===== src/rtl/tlcd_pkg.sv =====
// ============================================================================
// tlcd_pkg : shared commands, addresses and state encodings for the text LCD
// Revision : 1.0
// ============================================================================
`default_nettype none

package tlcd_pkg;

    localparam logic [7:0] CMD_FUNC_SET = 8'h38;
    localparam logic [7:0] CMD_DISP_ON  = 8'h0C;
    localparam logic [7:0] CMD_ENTRY    = 8'h06;
    localparam logic [7:0] CMD_CLEAR    = 8'h01;

    localparam logic [7:0] ROW0_BASE    = 8'h80;
    localparam logic [7:0] ROW1_BASE    = 8'hC0;

    localparam logic [7:0] CHAR_SPACE   = 8'h20;

    typedef enum logic [2:0] {
        ST_WAIT_EN  = 3'd0,
        ST_INIT0    = 3'd1,
        ST_INIT1    = 3'd2,
        ST_INIT2    = 3'd3,
        ST_INIT3    = 3'd4,
        ST_SCAN     = 3'd5,
        ST_SET_ADDR = 3'd6,
        ST_WRITE    = 3'd7
    } state_t;

    typedef enum logic [1:0] {
        PH_IDLE  = 2'd0,
        PH_SETUP = 2'd1,
        PH_HIGH  = 2'd2,
        PH_WAIT  = 2'd3
    } phase_t;

    // Cell idx of the {upper, lower} frame; cell 0 sits in the top byte.
    function automatic logic [7:0] frame_char(input logic [255:0] frame,
                                              input logic [4:0]   idx);
        return frame[{~idx, 3'b000} +: 8];
    endfunction

endpackage

`default_nettype wire


===== src/rtl/tlcd_bus_cycle.sv =====
// ============================================================================
// tlcd_bus_cycle : one HD44780 write cycle (setup, E high, execute wait)
// Revision : 1.0
// ============================================================================
`default_nettype none

module tlcd_bus_cycle
    import tlcd_pkg::*;
#(
    parameter int SETUP_CYC      = 4,
    parameter int E_HIGH_CYC     = 25,
    parameter int CMD_WAIT_CYC   = 2000,
    parameter int CLEAR_WAIT_CYC = 100000
) (
    input  logic       clk,
    input  logic       resetn,
    input  logic       start,
    input  logic       rs,
    input  logic [7:0] data,
    input  logic       long_wait,
    output logic       lcd_e,
    output logic       lcd_rs,
    output logic [7:0] lcd_data,
    output logic       busy,
    output logic       done
);

    localparam int CNT_W = $clog2(SETUP_CYC + E_HIGH_CYC + CMD_WAIT_CYC + CLEAR_WAIT_CYC + 1);

    phase_t           phase;
    logic [CNT_W-1:0] cnt;
    logic             long_q;

    // Pulses during the last wait cycle so the caller can chain the next cycle
    // without an idle gap.
    assign done = (phase == PH_WAIT) && (cnt == '0);

    always_ff @(posedge clk) begin
        if (!resetn) begin
            phase    <= PH_IDLE;
            cnt      <= '0;
            long_q   <= 1'b0;
            lcd_e    <= 1'b0;
            lcd_rs   <= 1'b0;
            lcd_data <= 8'h00;
            busy     <= 1'b0;
        end else begin
            case (phase)
                PH_IDLE: begin
                    if (start) begin
                        phase    <= PH_SETUP;
                        cnt      <= CNT_W'(SETUP_CYC - 1);
                        long_q   <= long_wait;
                        lcd_rs   <= rs;
                        lcd_data <= data;
                        busy     <= 1'b1;
                    end
                end
                PH_SETUP: begin
                    if (cnt == '0) begin
                        phase <= PH_HIGH;
                        cnt   <= CNT_W'(E_HIGH_CYC - 1);
                        lcd_e <= 1'b1;
                    end else begin
                        cnt <= cnt - CNT_W'(1);
                    end
                end
                PH_HIGH: begin
                    if (cnt == '0) begin
                        phase <= PH_WAIT;
                        lcd_e <= 1'b0;
                        cnt   <= long_q ? CNT_W'(CLEAR_WAIT_CYC - 1) : CNT_W'(CMD_WAIT_CYC - 1);
                    end else begin
                        cnt <= cnt - CNT_W'(1);
                    end
                end
                PH_WAIT: begin
                    if (cnt == '0) begin
                        phase <= PH_IDLE;
                        busy  <= 1'b0;
                    end else begin
                        cnt <= cnt - CNT_W'(1);
                    end
                end
                default: phase <= PH_IDLE;
            endcase
        end
    end

endmodule

`default_nettype wire


===== src/rtl/tlcd_diff_writer.sv =====
// ============================================================================
// tlcd_diff_writer : init the text LCD, then write only cells that changed
// Revision : 1.0
// ============================================================================
`default_nettype none

module tlcd_diff_writer
    import tlcd_pkg::*;
#(
    parameter int SETUP_CYC      = 4,
    parameter int E_HIGH_CYC     = 25,
    parameter int CMD_WAIT_CYC   = 2000,
    parameter int CLEAR_WAIT_CYC = 100000
) (
    input  logic         CLK,
    input  logic         RESETN,
    input  logic         ENABLE,
    input  logic [127:0] TEXT_STRING_UPPER,
    input  logic [127:0] TEXT_STRING_LOWER,
    output logic         TLCD_E,
    output logic         TLCD_RS,
    output logic         TLCD_RW,
    output logic [7:0]   TLCD_DATA,
    output logic         INIT_DONE,
    output logic         BUSY
);

    state_t     state;
    logic [4:0] ptr;
    logic [4:0] cursor;
    logic       cursor_valid;
    logic [7:0] ch;
    logic       in_cycle;
    logic       start;
    logic [7:0] shadow [32];

    logic         bus_done;
    logic         req_rs;
    logic [7:0]   req_data;
    logic         req_long;
    logic         bus_state;
    logic [7:0]   cur_char;
    logic [255:0] frame;

    assign TLCD_RW  = 1'b0;
    assign frame    = {TEXT_STRING_UPPER, TEXT_STRING_LOWER};
    assign cur_char = frame_char(frame, ptr);

    always_comb begin
        req_rs    = 1'b0;
        req_data  = 8'h00;
        req_long  = 1'b0;
        bus_state = 1'b1;
        case (state)
            ST_INIT0:    req_data = CMD_FUNC_SET;
            ST_INIT1:    req_data = CMD_DISP_ON;
            ST_INIT2:    req_data = CMD_ENTRY;
            ST_INIT3: begin
                req_data = CMD_CLEAR;
                req_long = 1'b1;
            end
            ST_SET_ADDR: req_data = (ptr[4] ? ROW1_BASE : ROW0_BASE) | {4'h0, ptr[3:0]};
            ST_WRITE: begin
                req_rs   = 1'b1;
                req_data = ch;
            end
            default:     bus_state = 1'b0;
        endcase
    end

    always_ff @(posedge CLK) begin
        if (!RESETN) begin
            state        <= ST_WAIT_EN;
            ptr          <= 5'd0;
            cursor       <= 5'd0;
            cursor_valid <= 1'b0;
            ch           <= 8'h00;
            in_cycle     <= 1'b0;
            start        <= 1'b0;
            INIT_DONE    <= 1'b0;
        end else begin
            start <= 1'b0;
            if (bus_state) begin
                // A started cycle always runs to completion; ENABLE only gates new ones.
                if (!in_cycle) begin
                    if (ENABLE) begin
                        start    <= 1'b1;
                        in_cycle <= 1'b1;
                    end
                end else if (bus_done) begin
                    in_cycle <= 1'b0;
                    case (state)
                        ST_INIT0: state <= ST_INIT1;
                        ST_INIT1: state <= ST_INIT2;
                        ST_INIT2: state <= ST_INIT3;
                        ST_INIT3: begin
                            state        <= ST_SCAN;
                            cursor       <= 5'd0;
                            cursor_valid <= 1'b1;
                            INIT_DONE    <= 1'b1;
                        end
                        ST_SET_ADDR: begin
                            state        <= ST_WRITE;
                            cursor       <= ptr;
                            cursor_valid <= 1'b1;
                        end
                        default: begin
                            // Column 15 does not auto-advance onto the other row.
                            state        <= ST_SCAN;
                            cursor       <= ptr + 5'd1;
                            cursor_valid <= (ptr[3:0] != 4'hF);
                            ptr          <= ptr + 5'd1;
                        end
                    endcase
                end
            end else if (state == ST_WAIT_EN) begin
                if (ENABLE) begin
                    state <= ST_INIT0;
                end
            end else if (ENABLE) begin
                if (cur_char == shadow[ptr]) begin
                    ptr <= ptr + 5'd1;
                end else begin
                    ch    <= cur_char;
                    state <= (cursor_valid && (cursor == ptr)) ? ST_WRITE : ST_SET_ADDR;
                end
            end
        end
    end

    always_ff @(posedge CLK) begin
        if (RESETN && in_cycle && bus_done) begin
            if (state == ST_INIT3) begin
                for (int i = 0; i < 32; i++) begin
                    shadow[i] <= CHAR_SPACE;
                end
            end else if (state == ST_WRITE) begin
                shadow[ptr] <= ch;
            end
        end
    end

    tlcd_bus_cycle #(
        .SETUP_CYC      (SETUP_CYC),
        .E_HIGH_CYC     (E_HIGH_CYC),
        .CMD_WAIT_CYC   (CMD_WAIT_CYC),
        .CLEAR_WAIT_CYC (CLEAR_WAIT_CYC)
    ) u_bus (
        .clk       (CLK),
        .resetn    (RESETN),
        .start     (start),
        .rs        (req_rs),
        .data      (req_data),
        .long_wait (req_long),
        .lcd_e     (TLCD_E),
        .lcd_rs    (TLCD_RS),
        .lcd_data  (TLCD_DATA),
        .busy      (BUSY),
        .done      (bus_done)
    );

endmodule

`default_nettype wire


===== config.mk =====
export PLATFORM = sky130hd
export DESIGN_NAME = tlcd_diff_writer
export DESIGN_NICKNAME = d
export VERILOG_FILES = /design/src/rtl/tlcd_pkg.sv /design/src/rtl/tlcd_bus_cycle.sv /design/src/rtl/tlcd_diff_writer.sv
export SDC_FILE = /design/constraint.sdc
export NUM_CORES = 1
export LEC_CHECK = 0
export CORE_ASPECT_RATIO = 0.6
export CORE_MARGIN = 4
export CORE_UTILIZATION = 45
export CTS_CLUSTER_SIZE = 24
export DETAILED_ROUTE_END_ITERATION = 6
export PLACE_DENSITY_LB_ADDON = 0.08
export SYNTH_ARGS = -nofsm -noshare
export SYNTH_HDL_FRONTEND = slang
export SYNTH_SLANG_ARGS = --single-unit

===== constraint.sdc =====
create_clock -name CLK -period 3.4 [get_ports CLK]
set_input_delay 0.68 -clock CLK [delete_from_list [all_inputs] [get_ports CLK]]
set_output_delay 0.68 -clock CLK [all_outputs]
set_load 0.02 [all_outputs]

# [Word level (Yosys, flattened, before mapping)]
# Memory sizes are Yosys's and may differ from the RTL's. A register that Yosys moved wholly into a read port is not among the register bits.
# Index checks and enable logic that the tools add are counted.
[word_totals] regBits=56 ramBits=256 out_inout_bits=13 wordCells=127 mem_count=1
[memory_table] name="shadow" words=32 width=8 rd=1 rd_clocked_by_memory_dff=1 write_ports=32 line_no="tlcd_diff_writer.sv:35" text="logic [7:0] shadow [32];"
[op_classes] n_addsub=2 n_eq_ne=22 shifts=1 mux=52 bitwise_logic=7 reduce_logical=27
[ops] operator="indexed part select 256 x 9 -> 8 bit" count=1
[ops] operator="two-way mux 17 bit" count=5
[ops] operator="one-hot mux 17 bit (4 select lines)" count=1
[ops] operator="two-way mux 5 bit" count=10
[ops] operator="one-hot mux 8 bit (6 select lines)" count=1
[ops] operator="two-way mux 3 bit" count=7
[ops] operator="AND reduction 4 bit" count=5
[ops] operator="logical NOT 17 bit" count=1
[ops] operator="subtractor 17 x 1 -> 17 bit, second input constant" count=1
[ops] operator="two-way mux 1 bit" count=16
[ops] operator="one-hot mux 5 bit (3 select lines)" count=1
[ops] operator="inequality test 2 bit, second input constant" count=7
[ops] operator="one-hot mux 3 bit (4 select lines)" count=1
[ops] operator="== test 3 bit, second input constant" count=3
[ops] operator="== test 8 bit" count=1
[ops] operator="two-way mux 2 bit" count=4
[ops] operator="two-way mux 8 bit" count=1
[ops] operator="OR 8 x 4 -> 8 bit" count=1
[ops] operator="one-hot mux 2 bit (4 select lines)" count=1
[ops] operator="nonzero test 2 bit" count=4
[ops] operator="OR reduction 8 bit" count=1
[ops] operator="two-way mux 7 bit" count=1
[ops] operator="== test 3 x 2 -> 1 bit, second input constant" count=2
[ops] operator="one-hot mux 1 bit (2 select lines)" count=3
[ops] operator="other kinds (20)" count=32

# [Longest topological paths before layout]
# Gate-level depths: netlist of the first run.
[depth] ltp_word=9 ltp_mapped=13 depth_no_buf=10

# [By module]
# Synthesis of the first run repeated with hierarchy kept, for this count alone.
[unflattened] cells_unflattened=1424 hier_area_um2=17649.4
[modules_own_cells] mod="tlcd_diff_writer" n_inst=1 cells_each=1208 area_each_um2=15922.8 seq_area_each_um2=8287.9
[modules_own_cells] mod="tlcd_bus_cycle" n_inst=1 cells_each=216 area_each_um2=1726.7 seq_area_each_um2=620.6

# [Least setup slack after synthesis of the first run]
# No wires, ideal clock.
[synth_path] kind="register -> register" from="register u_bus.cnt[0]" to="memory shadow[0][0], enable pin" arrival_ns=3.221 required_time_ns=3.016 setup_slack_ns=-0.205 path_stages_with_launch=12 period_less_slack_ns=3.605 path_cell_list="dfxtp_1 > inv_1 > ha_1 > or3b_1 > or4_1 > buf_2 > nor3_4 > nand4_2 > nor3_4 > nand2_2 > clkbuf_1 > o21ai_0"
[synth_lines] element="from (decl)" line_no="tlcd_bus_cycle.sv:31" text="logic [CNT_W-1:0] cnt;"
[synth_lines] element="from (signal assigned)" line_no="tlcd_bus_cycle.sv:52" text="cnt <= CNT_W'(SETUP_CYC - 1);"
[synth_lines] element="from (signal assigned)" line_no="tlcd_bus_cycle.sv:62" text="cnt <= CNT_W'(E_HIGH_CYC - 1);"
[synth_lines] element="from (signal assigned)" line_no="tlcd_bus_cycle.sv:65" text="cnt <= cnt - CNT_W'(1);"
[synth_lines] element="to (decl)" line_no="tlcd_diff_writer.sv:35"

# [Worst setup path in the final report of the first run]
[layout_path] from="register u_bus.cnt[1]" to="register u_bus.cnt[10]"
[layout_between] elab_chain_cells=3
[layout_rtl] element="subtractor 17 x 1 -> 17 bit / logical NOT 17 bit (equally long branches)"
[layout_rtl] element="two-way mux 17 bit (tied with other cells)" line_no="tlcd_bus_cycle.sv:78" text="if (cnt == '0) begin"
[layout_rtl] element="one-hot mux 17 bit (4 select lines) / AND reduction 2 bit (equally long branches)"
# Parallel ways exist; a longest one is shown, timed or not. The select of a mux whose other input is x is not followed.
# A chain may end at the register's enable or synchronous reset.

==> summary.md, run 1 <==
| Metric | Value |
|---|---|
| Max Clock Skew | 15.9 ps |
| Worst Path Required | 3870 ps |
| Hold-fix buffers at CTS | 0 |
| Inst Count DP | 2227 |
| Outcome | complete, no violations |
| DRC violations left | 0 |
| Fmax | 0.307 GHz |
| Switch Pwr | 3.11 mW |
| Post-synthesis sequential area ratio | 50.7% |
| Routed Antenna Nets | 0 |
| Core Region | 38100 sq um |
| Min-Delay Path Class | reg2reg |
| Cell Area, Synth | 17600 sq um |
| Row Count | 55 |
| Remaining global-route overflow | 0 |
| Synth cell types | 71 |
| WL final | 59.5 mm |
| Share of the synthesized area in the top cell type | 43.7% |
| Final #Nets | 2029 |
| Pre-antenna DRT Iters | 7 |
| Final setup violation count | 0 |
| Int Power | 7.09 mW |
| Area Growth Syn to Fin | 28.8% |
| Worst R2R Path Depth | 11 |
| Initial Util | 46.1% |
| Largest net degree at the start of global routing | 77 |
| Die extent in x | 263 um |
| Clock latency at the later pin of the worst-skew pair | 580 ps |
| Final period util | 96.0% |
| CTS max path bufs | 3 |
| CP arrival | 3730 ps |
| Sw frac | 30.5% |
| Clock Sinks | 317 |
| Worst vdd ir | 630 uV |
| PD cells | 450 nW/um^2 |
| RSZ-0062 raised after global routing | no |
| Gate Count Post-Synth | 1432 |
| Filler instances | 3130 |
| Die Footprint | 42400 sq um |
| Initial antenna violation count | 2 |
| Fraction of layout cells with a size suffix above 1 | 19.3% |
| Final min period | 3260 ps |
| Drt initial violations | 1552 |
| Clk pwr share | 32.8% |
| Vias | 13400 |
| Synth Warn # | 0 |
| Finished Layout Cells | 2293 |
| Max Cap Violations | 0 |
| Combinational power share | 23.6% |
| Final Slew Violations | 0 |
| TritonCTS Buffers | 31 |
| Boundary pin count | 272 |
| Hold depth | 2 |
| Most frequent cells in the layout | clkdlybuf4s50_1 (269), edfxtp_1 (256), and2_1 (228), buf_4 (122), mux4_2 (104) |
| Routed vias/inst | 5.84 |
| Worst-Margin Slew | 1030 ps |
| Post-DR wirelength/cell | 26.0 um |
| Buffers on Ports | 270 |
| Syn Area/Cell | 12.3 sq um |
| Pleak | 7.29 nW |
| Die height | 161 um |
| Syn Nets | 1706 |
| Seq pwr share | 43.6% |
| CTS tree | done |
| Kind of critical path | reg2reg |
| Gpl congestion | 0.894 |
| Worst setup SP type | flip-flop |
| Commonest non-fill, non-tap cell in the layout | clkdlybuf4s50_1 |
| CTS HTree Levels | 1 |
| Root buf cell | clkbuf_16 |
| Top_reg_cell synth | edfxtp_1 |
| Clk slew on worst S/H paths | 60 ps |
| Number of global-route vias before repair | 13000 |
| Yosys top cell by area | edfxtp_1 |
| Main area contributors after synthesis | edfxtp_1 (44%), mux4_2 (13%), and2_1 (8.1%) |
| Flops & latches, synth | 317 |
| First-pass GRT wire length | 87.9 mm |
| Post-synth EDFFs | 256 |
| WHS | 480 ps |
| Crit end category | flip-flop |
| Gr usage total | 27.3% |
| Async SR Flop Fraction | 0% |
| Hpwl dp | 43.7 mm |
| Worst rel slew slack | 31.4% |
| Crit Path Max Fanout | 7 |
| Final Hold Fails | 0 |
## Yosys cell counts, types with 5 or more instances
cell type	instances
a2111oi_0	5
a211oi_1	6
a21boi_0	5
a21oi_1	28
a22oi_1	51
a31oi_1	11
and2_1	228
buf_1	5
buf_2	22
buf_4	9
buf_6	5
clkbuf_1	79
dfxtp_1	61
edfxtp_1	256
ha_1	15
inv_1	16
mux2i_1	64
mux4_2	104
nand2_1	61
nand2b_1	6
nand3_1	20
nand3b_1	5
nand4_1	18
nor2_1	60
nor2_2	17
nor2b_1	27
nor3_1	26
nor3b_1	7
nor4_1	5
o211ai_1	6
o21ai_0	61
o22ai_1	6
o311ai_0	12
or3_1	35
xnor2_1	8
xor2_1	15
## power by group through the flow
stage	clock network (mW)	registers (mW)	logic (mW)
after floorplan	0	4.44	1.41
after global placement	0	4.52	2.30
after detailed placement	0	4.52	2.34
after CTS	3.38	4.44	2.36
after global routing	3.54	4.46	2.62
final	3.35	4.44	2.41
## state kept, by name, indices dropped and copies added, names as in the netlist, named ones only
name / flops
INIT_DONE: 1
ch: 8
cursor: 5
cursor_valid: 1
in_cycle: 1
ptr: 5
shadow: 256
start: 1
state: 3
u_bus.busy: 1
u_bus.cnt: 17
u_bus.lcd_data: 8
u_bus.lcd_e: 1
u_bus.lcd_rs: 1
u_bus.long_q: 1
u_bus.phase: 2
## cell type report
class,count,area (sq um),area share (%)
Sequential cell,317,8920,39.4
Clock inverter,22,166,0.735
Inverter,17,63.8,0.282
Timing Repair Buffer,410,3960,17.5
Tap cell,513,642,2.83
Clock buffer,35,791,3.49
Antenna cell,1,2.50,0.0111
Multi-Input combinational cell,978,8100,35.8
## layer usage
layer	global-route usage [%]	part of all wire, %
met2	40.4	43
met3	6.78	9.8
met1	42.0	46
met5	0	0.020
met4	3.83	1.2
## metrics by stage
stage | instance area, sq um | setup WS [ps] | power (mW) | setup TNS (ps) | utilization (%)
finish | 22600 | 137 | 10.2 | 0 | 59.4
global route | 22600 | 1.96 | 10.6 | 0 | 59.4
CTS | 22500 | 34.1 | 10.2 | 0 | 59.1
detailed placement | 21500 | -35.0 | 6.87 | -35.0 | 56.5
global placement | 21500 | 7.83 | 6.82 | 0 | 56.5
floorplan | 17600 | -205 | 5.84 | -30690 | -
## worst max-delay path, stage by stage (launching register included)
cell and delay [ps]:
dfxtp_1 330, inv_1 70, ha_1 160, or3b_1 420
or4_4 530, buf_4 190, or3_1 490, a211oi_4 360
nand2b_1 210, o21ai_0 110, a22oi_1 210, nor2b_1 60
## cells by family (layout without fill, tap and decap cells)
family                     after synthesis  after routing  share of synthesized area [%]
other                                    1              2                         0.0213
buffers and inverters                  137            484                           3.49
xor gates and xnor gates                23             23                           1.15
muxes                                  172            172                           17.2
adders and majority gates               15             15                           1.07
and+or+nand+nor                        541            541                           17.6
AOI/OAI and AO/OA                      226            226                           8.72
DFF                                    317            317                           50.7
## final timing paths
kind / start / end / slack (ps)
worst max-delay path: u_bus.cnt[1] / u_bus.cnt[10] / 140
worst min-delay path: u_bus.lcd_e / u_bus.lcd_e / 480
worst max register to register: u_bus.cnt[1] / u_bus.cnt[10] / 140
worst min register to register: u_bus.lcd_e / u_bus.lcd_e / 480
## what timing repair did
| action | 4_1_cts | 5_1_grt |
|---|---|---|
| pin swaps | 0 | 3 |
| endpoints found under the setup margin | 1 | 295 |
| gates resized for setup | 0 | 18 |
| buffers inserted | 1 | 7 |
(Power assumes the default switching activity.)
==> run 2: changes to the inputs <==
--- a/config.mk
+++ b/config.mk
@@ -11,6 +11,7 @@
 export CTS_CLUSTER_SIZE = 24
 export DETAILED_ROUTE_END_ITERATION = 6
 export PLACE_DENSITY_LB_ADDON = 0.08
+export SLEW_MARGIN = 10
 export SYNTH_ARGS = -nofsm -noshare
 export SYNTH_HDL_FRONTEND = slang
 export SYNTH_SLANG_ARGS = --single-unit
==> results of run 2 <==
The final DEF is identical to that of run 1; final timing and power are the same.
